[src/rtl/unidade_controle.sv]
// Moore control FSM for one PoliLobinho round: seed capture, class reveal,
// night actions for living players, elimination and the day/wait loop.
module unidade_controle (
    input  logic       clock,
    input  logic       reset,
    input  logic       iniciar,
    input  logic       confirmar,
    input  logic       CJ_fim,
    input  logic       jogador_vivo,
    output logic       rst_global,
    output logic       zera_CS,
    output logic       zera_CJ,
    output logic       inc_seed,
    output logic       e_seed_reg,
    output logic       inc_jogador,
    output logic       mostra_classe,
    output logic       processar_acao,
    output logic       avaliar_eliminacao,
    output logic       noite_fim,
    output logic [3:0] db_estado
);

    typedef enum logic [3:0] {
        INICIAL        = 4'd0,
        ESPERA         = 4'd1,
        TRAVA_SEED     = 4'd2,
        CARREGA_SEED   = 4'd3,
        PREPARA_REVELA = 4'd4,
        REVELA         = 4'd5,
        PROX_REVELA    = 4'd6,
        INICIO_NOITE   = 4'd7,
        VERIFICA_VIVO  = 4'd8,
        ACAO           = 4'd9,
        REGISTRA       = 4'd10,
        PROX_NOITE     = 4'd11,
        ELIMINA        = 4'd12,
        DIA            = 4'd13
    } estado_t;

    estado_t estado_q, estado_d;

    always_ff @(posedge clock) begin
        if (reset) begin
            estado_q <= INICIAL;
        end else begin
            estado_q <= estado_d;
        end
    end

    always_comb begin
        estado_d = estado_q;
        case (estado_q)
            INICIAL:        estado_d = ESPERA;
            ESPERA:         if (iniciar) estado_d = TRAVA_SEED;
            // TRAVA_SEED gives the synchronous seed ROM one cycle on a frozen address
            TRAVA_SEED:     estado_d = CARREGA_SEED;
            CARREGA_SEED:   estado_d = PREPARA_REVELA;
            PREPARA_REVELA: estado_d = REVELA;
            REVELA: begin
                if (confirmar) estado_d = CJ_fim ? INICIO_NOITE : PROX_REVELA;
            end
            PROX_REVELA:    estado_d = PREPARA_REVELA;
            INICIO_NOITE:   estado_d = VERIFICA_VIVO;
            VERIFICA_VIVO: begin
                if (jogador_vivo)  estado_d = ACAO;
                else if (CJ_fim)   estado_d = ELIMINA;
                else               estado_d = PROX_NOITE;
            end
            ACAO:           if (confirmar) estado_d = REGISTRA;
            REGISTRA:       estado_d = CJ_fim ? ELIMINA : PROX_NOITE;
            PROX_NOITE:     estado_d = VERIFICA_VIVO;
            ELIMINA:        estado_d = DIA;
            DIA: begin
                if (iniciar)        estado_d = INICIAL;
                else if (confirmar) estado_d = INICIO_NOITE;
            end
            default:        estado_d = INICIAL;
        endcase
    end

    always_comb begin
        rst_global         = 1'b0;
        zera_CS            = 1'b0;
        zera_CJ            = 1'b0;
        inc_seed           = 1'b0;
        e_seed_reg         = 1'b0;
        inc_jogador        = 1'b0;
        mostra_classe      = 1'b0;
        processar_acao     = 1'b0;
        avaliar_eliminacao = 1'b0;
        noite_fim          = 1'b0;
        case (estado_q)
            INICIAL: begin
                rst_global = 1'b1;
                zera_CS    = 1'b1;
                zera_CJ    = 1'b1;
            end
            ESPERA:       inc_seed = 1'b1;
            CARREGA_SEED: begin
                e_seed_reg = 1'b1;
                zera_CJ    = 1'b1;
            end
            REVELA:       mostra_classe      = 1'b1;
            PROX_REVELA:  inc_jogador        = 1'b1;
            INICIO_NOITE: zera_CJ            = 1'b1;
            ACAO:         mostra_classe      = 1'b1;
            REGISTRA:     processar_acao     = 1'b1;
            PROX_NOITE:   inc_jogador        = 1'b1;
            ELIMINA:      avaliar_eliminacao = 1'b1;
            DIA:          noite_fim          = 1'b1;
            default: ;
        endcase
    end

    assign db_estado = estado_q;

endmodule
[config.mk]
export PLATFORM = sky130hd
export DESIGN_NAME = unidade_controle
export DESIGN_NICKNAME = d
export VERILOG_FILES = /design/src/rtl/unidade_controle.sv
export SDC_FILE = /design/constraint.sdc
export NUM_CORES = 1
export LEC_CHECK = 0
export CORE_AREA = 2 2 39 41
export DETAILED_ROUTE_END_ITERATION = 10
export DIE_AREA = 0 0 41 43
export SKIP_CTS_REPAIR_TIMING = 1
export SYNTH_ARGS = -nofsm -noshare
export SYNTH_HDL_FRONTEND = slang
export SYNTH_SLANG_ARGS = --single-unit
export TNS_END_PERCENT = 100
[constraint.sdc]
create_clock -name clock -period 3.2 [get_ports clock]
set_clock_uncertainty 0.15 [all_clocks]
set_input_delay 0.32 -clock clock [delete_from_list [all_inputs] [get_ports clock]]
set_output_delay 0.32 -clock clock [all_outputs]
set_load 0.1 [all_outputs]
==> results of run 1 <==
==> where the power goes <==
group	switching (mW)	internal (mW)	total, mW
clock	0.0214	0.0420	0.0634
sequential	0.0378	0.0574	0.0952
combinational	0.250	0.0799	0.330
==> per-layer routing <==
layer  vias up  part of all wire (%)  wire (µm)  global-route usage, %
met5         -                     0          0                      0
met4         0                   1.2         13                  2.000
met3         2                   6.4         69                  6.283
met2        21                    46        503                  16.56
met1       219                    46        496                  21.29
li1        249                     -          -                      -
==> layout make-up <==
type	instances	share of cell area, %
clock buffer	3	3.673
multi-input combinational	45	53.47
tap	16	3.265
inverter	2	1.224
timing repair buffer	19	25.31
sequential	4	13.06
==> cell usage in the layout, fill, tap and decap left out <==
cell and instances:
buf_4 14, nand2_1 6, a21oi_1 6, clkdlybuf4s50_1 5
dfxtp_1 4, nor2_2 3, and3_1 3, clkbuf_4 3
nor2_1 2, o22ai_1 2, xnor2_1 2, inv_1 2
a31oi_1 2, nand3_1 2, nand2b_4 1, nor3_4 1
nor4bb_4 1, nor4b_2 1, or3_1 1, a21oi_2 1
nand2b_1 1, and2_1 1, o21ai_1 1, o2111ai_1 1
a221oi_2 1, o21ai_2 1, o21ai_0 1, a41oi_1 1
nand4_1 1, o21a_1 1, a311oi_2 1
==> worst paths after layout <==
kind                start                  to  slack [ns]  cells after the start
max          db_estado[2]  avaliar_eliminacao        0.97                      3
min reg2reg  db_estado[3]        db_estado[2]        0.68                      2
max reg2reg  db_estado[2]        db_estado[3]        1.47                      4
min                 reset        db_estado[3]        0.59                      2
==> cells by family after synthesis <==
logic type             Yosys count  share of synthesized area, %
AND/OR/NAND/NOR                 24                         31.18
AO/OA/AOI/OAI                   19                         31.47
buffers and inverters           10                         14.41
flip-flops                       4                         18.82
XOR/XNOR                         2                         4.118
==> metrics by stage <==
stage	cells	setup WS (ns)	TNS, ns	utilization (%)
after global routing	89	0.8111	0	44.30
after CTS	89	0.9655	0	44.30
final	89	0.9669	0	44.30
after detailed placement	86	1.209	0	42.68
after global placement	86	1.225	0	42.68
after floorplan	59	-0.3118	-0.3118	-
==> results by group, run 1 <==
STA
  – Tmin final: 2.233 ns
  – Final Hold Fails: 0
  – Final Max Tran Viols: 0
  – Highest clock rate: 0.4478 GHz
  – Period utilization: 69.78%
  – Final setup viols: 0
  – RSZ-0062 raised after global routing: false
  – Hold WS: 0.5908 ns
  – Worst slew margin: 48.33%
  – Slew @ Worst Pin: 0.7740 ns

Worst setup path
  – WP data required: 2.73 ns
  – WP buf/inv: 1
  – CP top delay family: flip-flops
  – Critical-path cell list: nand2_1 > nor3_4 > buf_4
  – Critical Path AT: 1.76 ns
  – CP max FO: 21
  – Slowest CP cell: dfxtp_1
  – Setup crit start kind: flip-flop
  – CP endpoint kind: primary output
  – WS Path Type: reg -> out
  – Crit path largest cell delay: 0.81 ns

Synth
  – Post-Syn Area: 425.4 µm²
  – Area leader, netlist: dfxtp_1
  – Fraction of registers with async set/reset: 0%
  – Count leader, synth: a21oi_1
  – Yosys warns: 0
  – Post-synthesis register bit count: 4
  – Net count after synthesis: 65
  – Yosys top cell area share: 18.82%
  – Post-synth top cells: 7 x a21oi_1, 6 x nand2_1, 5 x nor2_1, 4 x buf_2, 4 x dfxtp_1
  – Post-synth EDFFs: 0
  – Syn avg cell area: 7.210 µm²
  – Top cells by area, synth: dfxtp_1 19%, a21oi_1 8.2%, buf_4 5.3%
  – Register area share after synthesis: 18.82%
  – Cells after Synth: 59
  – Ys flop type: dfxtp_1
  – Netlist cell types: 29

Die
  – Io pins: 20
  – Die W: 41 µm
  – Die footprint: 0.001763 mm²
  – Die height: 43 µm
  – Row cnt: 14
  – Initial Util: 30.74%
  – Core Footprint: 0.001384 mm²

Global route
  – Largest net degree at the start of global routing: 22
  – Initial antenna violation count: 0
  – First-pass GRT wire length: 1.635 mm
  – Gr usage total: 13.47%
  – Vias in the first global route: 377
  – Total gr overflow: 0

Final layout
  – Fraction of layout cells with a size suffix above 1: 38.36%
  – Largest register FFs: 4
  – Finished Cell Area: 613.1 µm²
  – Seq. cell area: 80.08 µm²
  – Multi-input gate area: 327.8 µm²
  – Syn-to-layout area delta: 44.12%
  – Fill cells: 151
  – Antenna Cells: 0
  – Final net count: 81

Power
  – LEAKAGE: 0.2296 nW
  – Worst IR Drop VDD: 0.0004090 V
  – PD cells: 797.4 mW/mm²
  – Power after layout: 488.9 µW

Run status
  – Status: finished, final reports clean

Placement
  – Placed cell area: 590.6 µm²
  – Port Buffer Count: 19
  – RePlAce Congestion: 0.7697
  – Detail Placement HPWL: 755.4 µm

Clock network
  – CTS tree: done
  – Register clock-pin slew on the reported worst setup and hold paths: 0.04 ns
  – Worst skew pair latency: 0.24 ns
  – CTS Buf Count: 3
  – Clock buffer depth: 2
  – Max H-tree Level: 1
  – CTS root buffer: clkbuf_4
  – Clk sink count: 4

Detailed routing
  – Routed len/inst: 12.16 µm
  – Vias: 491
  – Routed wire length: 1.082 mm
  – Drt pass-1 iters: 5
  – Avg Vias per Cell: 5.517
  – Post-route ant nets: 0
  – Iter 0 DRT Violations: 14
  – Drt drc: 0

Hold path
  – HP Class: in -> reg

Run
  – Max Cap Viol: 0
(Power assumes the default switching activity.)
==> run 2: changes to the inputs <==
==> constraint.sdc (replaced) <==
create_clock -name clock -period 2.3 [get_ports clock]
set_clock_uncertainty 0.15 [all_clocks]
set_input_delay 0.23 -clock clock [delete_from_list [all_inputs] [get_ports clock]]
set_output_delay 0.23 -clock clock [all_outputs]
set_load 0.1 [all_outputs]
==> run 2 against run 1 <==
- sequential share of layout area decreased by 0.33 points
- clock power increased by 32%
- power increased by 56%
- critical endpoint is now zera_CJ
- largest cell class unchanged
- largest power group unchanged
==> results by group, run 2 (synthesis gave the netlist of run 1 again) <==
Run status
  – Status: finished, final reports clean

Clock network
  – Max H-tree Level: 1
  – Clk sink count: 4
  – CTS root buffer: clkbuf_4
  – Register clock-pin slew on the reported worst setup and hold paths: 0.04 ns
  – CTS tree: done
  – CTS Buf Count: 3
  – Clock buffer depth: 2
  – Worst skew pair latency: 0.23 ns

Worst setup path
  – R2R Setup Slk: 0.92 ns
  – Crit path largest cell delay: 0.45 ns
  – Setup crit start: db_estado[0]
  – Setup crit start kind: flip-flop
  – CP endpoint kind: primary output
  – WS Path Type: reg -> out
  – WP data required: 1.92 ns
  – WP buf/inv: 1
  – Critical Path AT: 1.46 ns
  – CP top delay family: simple AND/OR/NAND/NOR gates
  – CP max FO: 15
  – Slowest CP cell: or3_1
  – Reg-to-reg startpoint: db_estado[2]
  – Critical-path cell list: or3_1 > a21oi_2 > buf_12

Power
  – Power after layout: 760.7 µW
  – Worst IR Drop VDD: 0.0006655 V
  – Pint: 316.3 µW
  – Clock Power Share: 11.0%
  – LEAKAGE: 0.2666 nW
  – Reg power frac: 18.0%
  – Combinational power share: 71.0%
  – PD cells: 1018 mW/mm²
  – P_sw: 444.4 µW
  – Net Sw Frac: 58.42%

Global route
  – Gr usage total: 12.24%
  – Total gr overflow: 0
  – Largest net degree at the start of global routing: 22
  – Initial antenna violation count: 0
  – First-pass GRT wire length: 1.524 mm
  – Vias in the first global route: 345

Detailed routing
  – Routed wire length: 1.073 mm
  – Post-route ant nets: 0
  – Avg Vias per Cell: 5.213
  – Met3 Wirelength: 59 µm
  – DR top layer: met3
  – Routed len/inst: 12.06 µm
  – Metal2 WL: 526 µm
  – Iter 0 DRT Violations: 13
  – Drt pass-1 iters: 4
  – Drt drc: 0
  – Vias: 464
  – WL met1: 487 µm

Final layout
  – Fill cells: 128
  – Syn-to-layout area delta: 75.59%
  – Fraction of layout cells with a size suffix above 1: 43.84%
  – Antenna Cells: 0
  – Commonest non-fill, non-tap cell in the layout: buf_12
  – Layout Utilization: 53.98%
  – Most frequent cells in the layout: 8 x buf_12, 6 x nand2_1, 6 x a21oi_1, 6 x buf_4, 5 x clkdlybuf4s50_1
  – Final net count: 81
  – Largest register FFs: 4
  – Final cell count without fillers: 89

Placement
  – Detail Placement HPWL: 770.6 µm
  – DP Worst Slack: 0.6980 ns
  – Dpl cells: 86
  – Port Buffer Count: 19
  – RePlAce Congestion: 0.7207

Die
  – Die footprint: 0.001763 mm²
  – Row cnt: 14
  – Initial Util: 30.74%
  – Core Footprint: 0.001384 mm²
  – Io pins: 20
  – Die W: 41 µm
  – Die height: 43 µm

STA
  – Final Hold Fails: 0
  – Worst slew margin: 82.12%
  – Highest clock rate: 0.5444 GHz
  – Tmin final: 1.837 ns
  – Final setup viols: 0
  – Final critical-path setup slack: 0.4633 ns
  – Slew @ Worst Pin: 0.2678 ns
  – Final Max Tran Viols: 0
  – RSZ-0062 raised after global routing: false
  – Period utilization: 79.86%

Hold path
  – Hold wc startpoint: db_estado[0]
  – HP Class: reg -> reg

Run
  – Max Cap Viol: 0
==> run 2: worst reg2reg max path, delay by kind of cell, from the launching register on <==
family,cells,cell delay [ns]
compound gates,2,0.35
flops,1,0.50
simple gates,2,0.26
==> run 2: power by group through the flow <==
stage | clock [mW] | sequential, mW | combinational [mW]
3_5_place_dp | 0 | 0.137 | 0.543
4_1_cts | 0.0889 | 0.136 | 0.544
3_3_place_gp | 0 | 0.136 | 0.544
6_report | 0.0839 | 0.137 | 0.540
5_1_grt | 0.0946 | 0.141 | 0.559
2_1_floorplan | 0 | 0.166 | 0.386
==> run 2: path summary, 6_finish.rpt <==
path / endpoint / cells after the start
worst max-delay path: zera_CJ / 3
worst min register to register: db_estado[3] / 2
worst min-delay path: db_estado[3] / 2
worst max register to register: db_estado[1] / 4
==> run 2: area by class of cell <==
class,instances,area [µm²],area share [%]
Timing Repair Buffer,19,255.2,34.17
Sequential cell,4,95.09,12.73
Tap cell,16,20.02,2.680
Clock buffer,3,22.52,3.015
Multi-Input combinational cell,45,346.6,46.40
Inverter,2,7.507,1.005
==> run 2: layer usage <==
layer	up-vias	GRT usage [%]
met2	18	17.81
met5	-	0
met1	204	17.95
met4	0	2.000
met3	0	3.141
li1	242	-
==> run 2: through the flow <==
step | hold slack [ns] | instance area [µm²] | TNS, ns
floorplan | 0.1386 | 516.7 | -0.01567
global placement | 0.4823 | 724.4 | 0
CTS | 0.4841 | 747.0 | 0
detailed placement | 0.4924 | 724.4 | 0
finish | 0.4857 | 747.0 | 0
global route | 0.5138 | 747.0 | 0
==> run 3: changes to the inputs <==
--- a/config.mk
+++ b/config.mk
@@ -8,6 +8,7 @@
 export CORE_AREA = 2 2 39 41
 export DETAILED_ROUTE_END_ITERATION = 10
 export DIE_AREA = 0 0 41 43
+export PLACE_DENSITY = 0.67
 export SKIP_CTS_REPAIR_TIMING = 1
 export SYNTH_ARGS = -nofsm -noshare
 export SYNTH_HDL_FRONTEND = slang
==> constraint.sdc (replaced) <==
create_clock -name clock -period 1.5 [get_ports clock]
set_clock_uncertainty 0.15 [all_clocks]
set_input_delay 0.15 -clock clock [delete_from_list [all_inputs] [get_ports clock]]
set_output_delay 0.15 -clock clock [all_outputs]
set_load 0.1 [all_outputs]
==> run 3 against run 2 <==
- the flow now finishes with violations (setup timing)
- via count is 23% higher
- flip-flop and latch count stayed put
- sequential power is 9% higher
- count of clock-buffer cells in the layout stayed put
- cell count is 20% higher
- sequential share of layout area is 4.2 points lower
- routed wire length is 44% higher
- register-to-register slack worse by 0.83 ns
- hold slack worse by 0.097 ns
- worst setup slack worse by 0.63 ns
- critical path type unchanged
==> results by group, run 3 (synthesis gave the netlist of run 1 again) <==
Run status
  – Status: finished with violations
  – Failing checks: setup timing

Final layout
  – Antenna Cells: 0
  – Commonest non-fill, non-tap cell in the layout: buf_12
  – Fraction of layout cells with a size suffix above 1: 62.64%
  – Syn-to-layout area delta: 162.4%
  – Final net count: 99
  – Largest register FFs: 4
  – Finished Cell Area: 0.001116 mm²
  – Most frequent cells in the layout: 17 x buf_12, 9 x buf_4, 6 x a21oi_1
  – Fill cells: 84
  – Final cell count without fillers: 107

Detailed routing
  – Routed len/inst: 14.43 µm
  – Drt drc: 0
  – Drt pass-1 iters: 4
  – Vias: 569
  – Iter 0 DRT Violations: 2
  – Avg Vias per Cell: 5.318
  – Routed wire length: 1.544 mm
  – Post-route ant nets: 0

Die
  – Io pins: 20
  – Row cnt: 14
  – Initial Util: 30.74%
  – Core Footprint: 0.001384 mm²
  – Die height: 43 µm
  – Die W: 41 µm
  – Die footprint: 0.001763 mm²

Worst setup path
  – CP Capture Point: zera_CJ
  – Setup crit start kind: flip-flop
  – Slowest CP cell: or3_4
  – Setup crit start: db_estado[0]
  – WP data required: 1.20 ns
  – Critical R2R Capture: db_estado[3]
  – CP max FO: 2
  – Critical Path AT: 1.36 ns
  – R2R Setup Slk: 0.09 ns
  – Crit path largest cell delay: 0.41 ns
  – Worst r2r path cells: 5
  – WS Path Type: reg -> out
  – Reg-to-reg startpoint: db_estado[1]
  – Critical-path cell list: or3_4 > a21oi_4 > buf_12
  – CP endpoint kind: primary output

Placement
  – RePlAce Congestion: 0.8344
  – Detail Placement HPWL: 854.6 µm
  – Placed cell area: 913.4 µm²
  – DP Worst Slack: 0.03036 ns
  – Dpl cells: 92
  – Port Buffer Count: 19

STA
  – Slew @ Worst Pin: 0.2679 ns
  – Highest clock rate: 0.6018 GHz
  – Period utilization: 110.8%
  – Final Max Tran Viols: 0
  – RSZ-0062 raised after global routing: true
  – Final Hold Fails: 0
  – Tmin final: 1.662 ns
  – Worst slew margin: 82.11%
  – TNS Setup: -0.9543 ns
  – Final critical-path setup slack: -0.1618 ns
  – Final setup viols: 10

Clock network
  – Clk sink count: 4
  – CTS tree: done
  – Worst skew pair latency: 0.25 ns
  – Register clock-pin slew on the reported worst setup and hold paths: 0.04 ns
  – Max H-tree Level: 1
  – CTS Buf Count: 3
  – Clock buffer depth: 2
  – CTS root buffer: clkbuf_4

Global route
  – Total gr overflow: 0
  – Initial antenna violation count: 0
  – Largest net degree at the start of global routing: 21
  – First-pass GRT wire length: 1.849 mm
  – Vias in the first global route: 409
  – Gr usage total: 15.28%

Hold path
  – HP Class: in -> reg

Power
  – PD cells: 1330 mW/mm²
  – LEAKAGE: 0.4306 nW
  – Worst IR Drop VDD: 0.0008634 V

Run
  – Max Cap Viol: 0
[run 3: layout make-up]
| class | instances | area [µm²] | area share [%] |
|---|---|---|---|
| Multi-Input combinational cell | 45 | 410.4 | 36.77 |
| Clock buffer | 3 | 22.52 | 2.018 |
| Timing Repair Buffer | 37 | 560.5 | 50.22 |
| Tap cell | 16 | 20.02 | 1.794 |
| Inverter | 2 | 7.507 | 0.6726 |
| Sequential cell | 4 | 95.09 | 8.520 |
[run 3: per-layer routing]
metal | share of wire, % | track usage (%) | up-vias
li1 | - | - | 285
met2 | 50 | 23.13 | 12
met1 | 45 | 20.32 | 270
met5 | 0 | 0 | -
met3 | 3.0 | 1.571 | 2
met4 | 1.9 | 8.000 | 0
[run 3: worst min-delay path by stage]
stage / from / depth (start not counted) / to
global placement: db_estado[3] / 2 / db_estado[2]
global route: reset / 2 / db_estado[3]
finish: reset / 2 / db_estado[2]
CTS: reset / 2 / db_estado[2]
detailed placement: db_estado[3] / 2 / db_estado[2]
floorplan: reset / 1 / db_estado[3]
[run 3: critical path, delay by kind of cell, from the launching register on]
kind / cells / cell delay [ns]
AOI/OAI and AO/OA: 1 / 0.16
buffers and inverters: 1 / 0.19
DFF: 1 / 0.34
and+or+nand+nor: 1 / 0.41
[run 3: metrics by stage]
step                util (%)  hold slack [ns]  power (mW)
floorplan                  -          0.05859      0.9292
global placement       66.00           0.5089       1.208
detailed placement     66.00           0.5058       1.215
CTS                    67.63           0.3915       1.363
global route           80.65           0.4053       1.539
finish                 80.65           0.3888       1.484
[run 3: where the power goes]
part / internal, mW / leakage [nW] / switching (mW) / total (mW)
registers: 0.127 / 0.0356 / 0.0229 / 0.150
logic: 0.486 / 0.381 / 0.697 / 1.18
clock network: 0.0906 / 0.0138 / 0.0611 / 0.152
total: 0.703 / 0.431 / 0.781 / 1.48
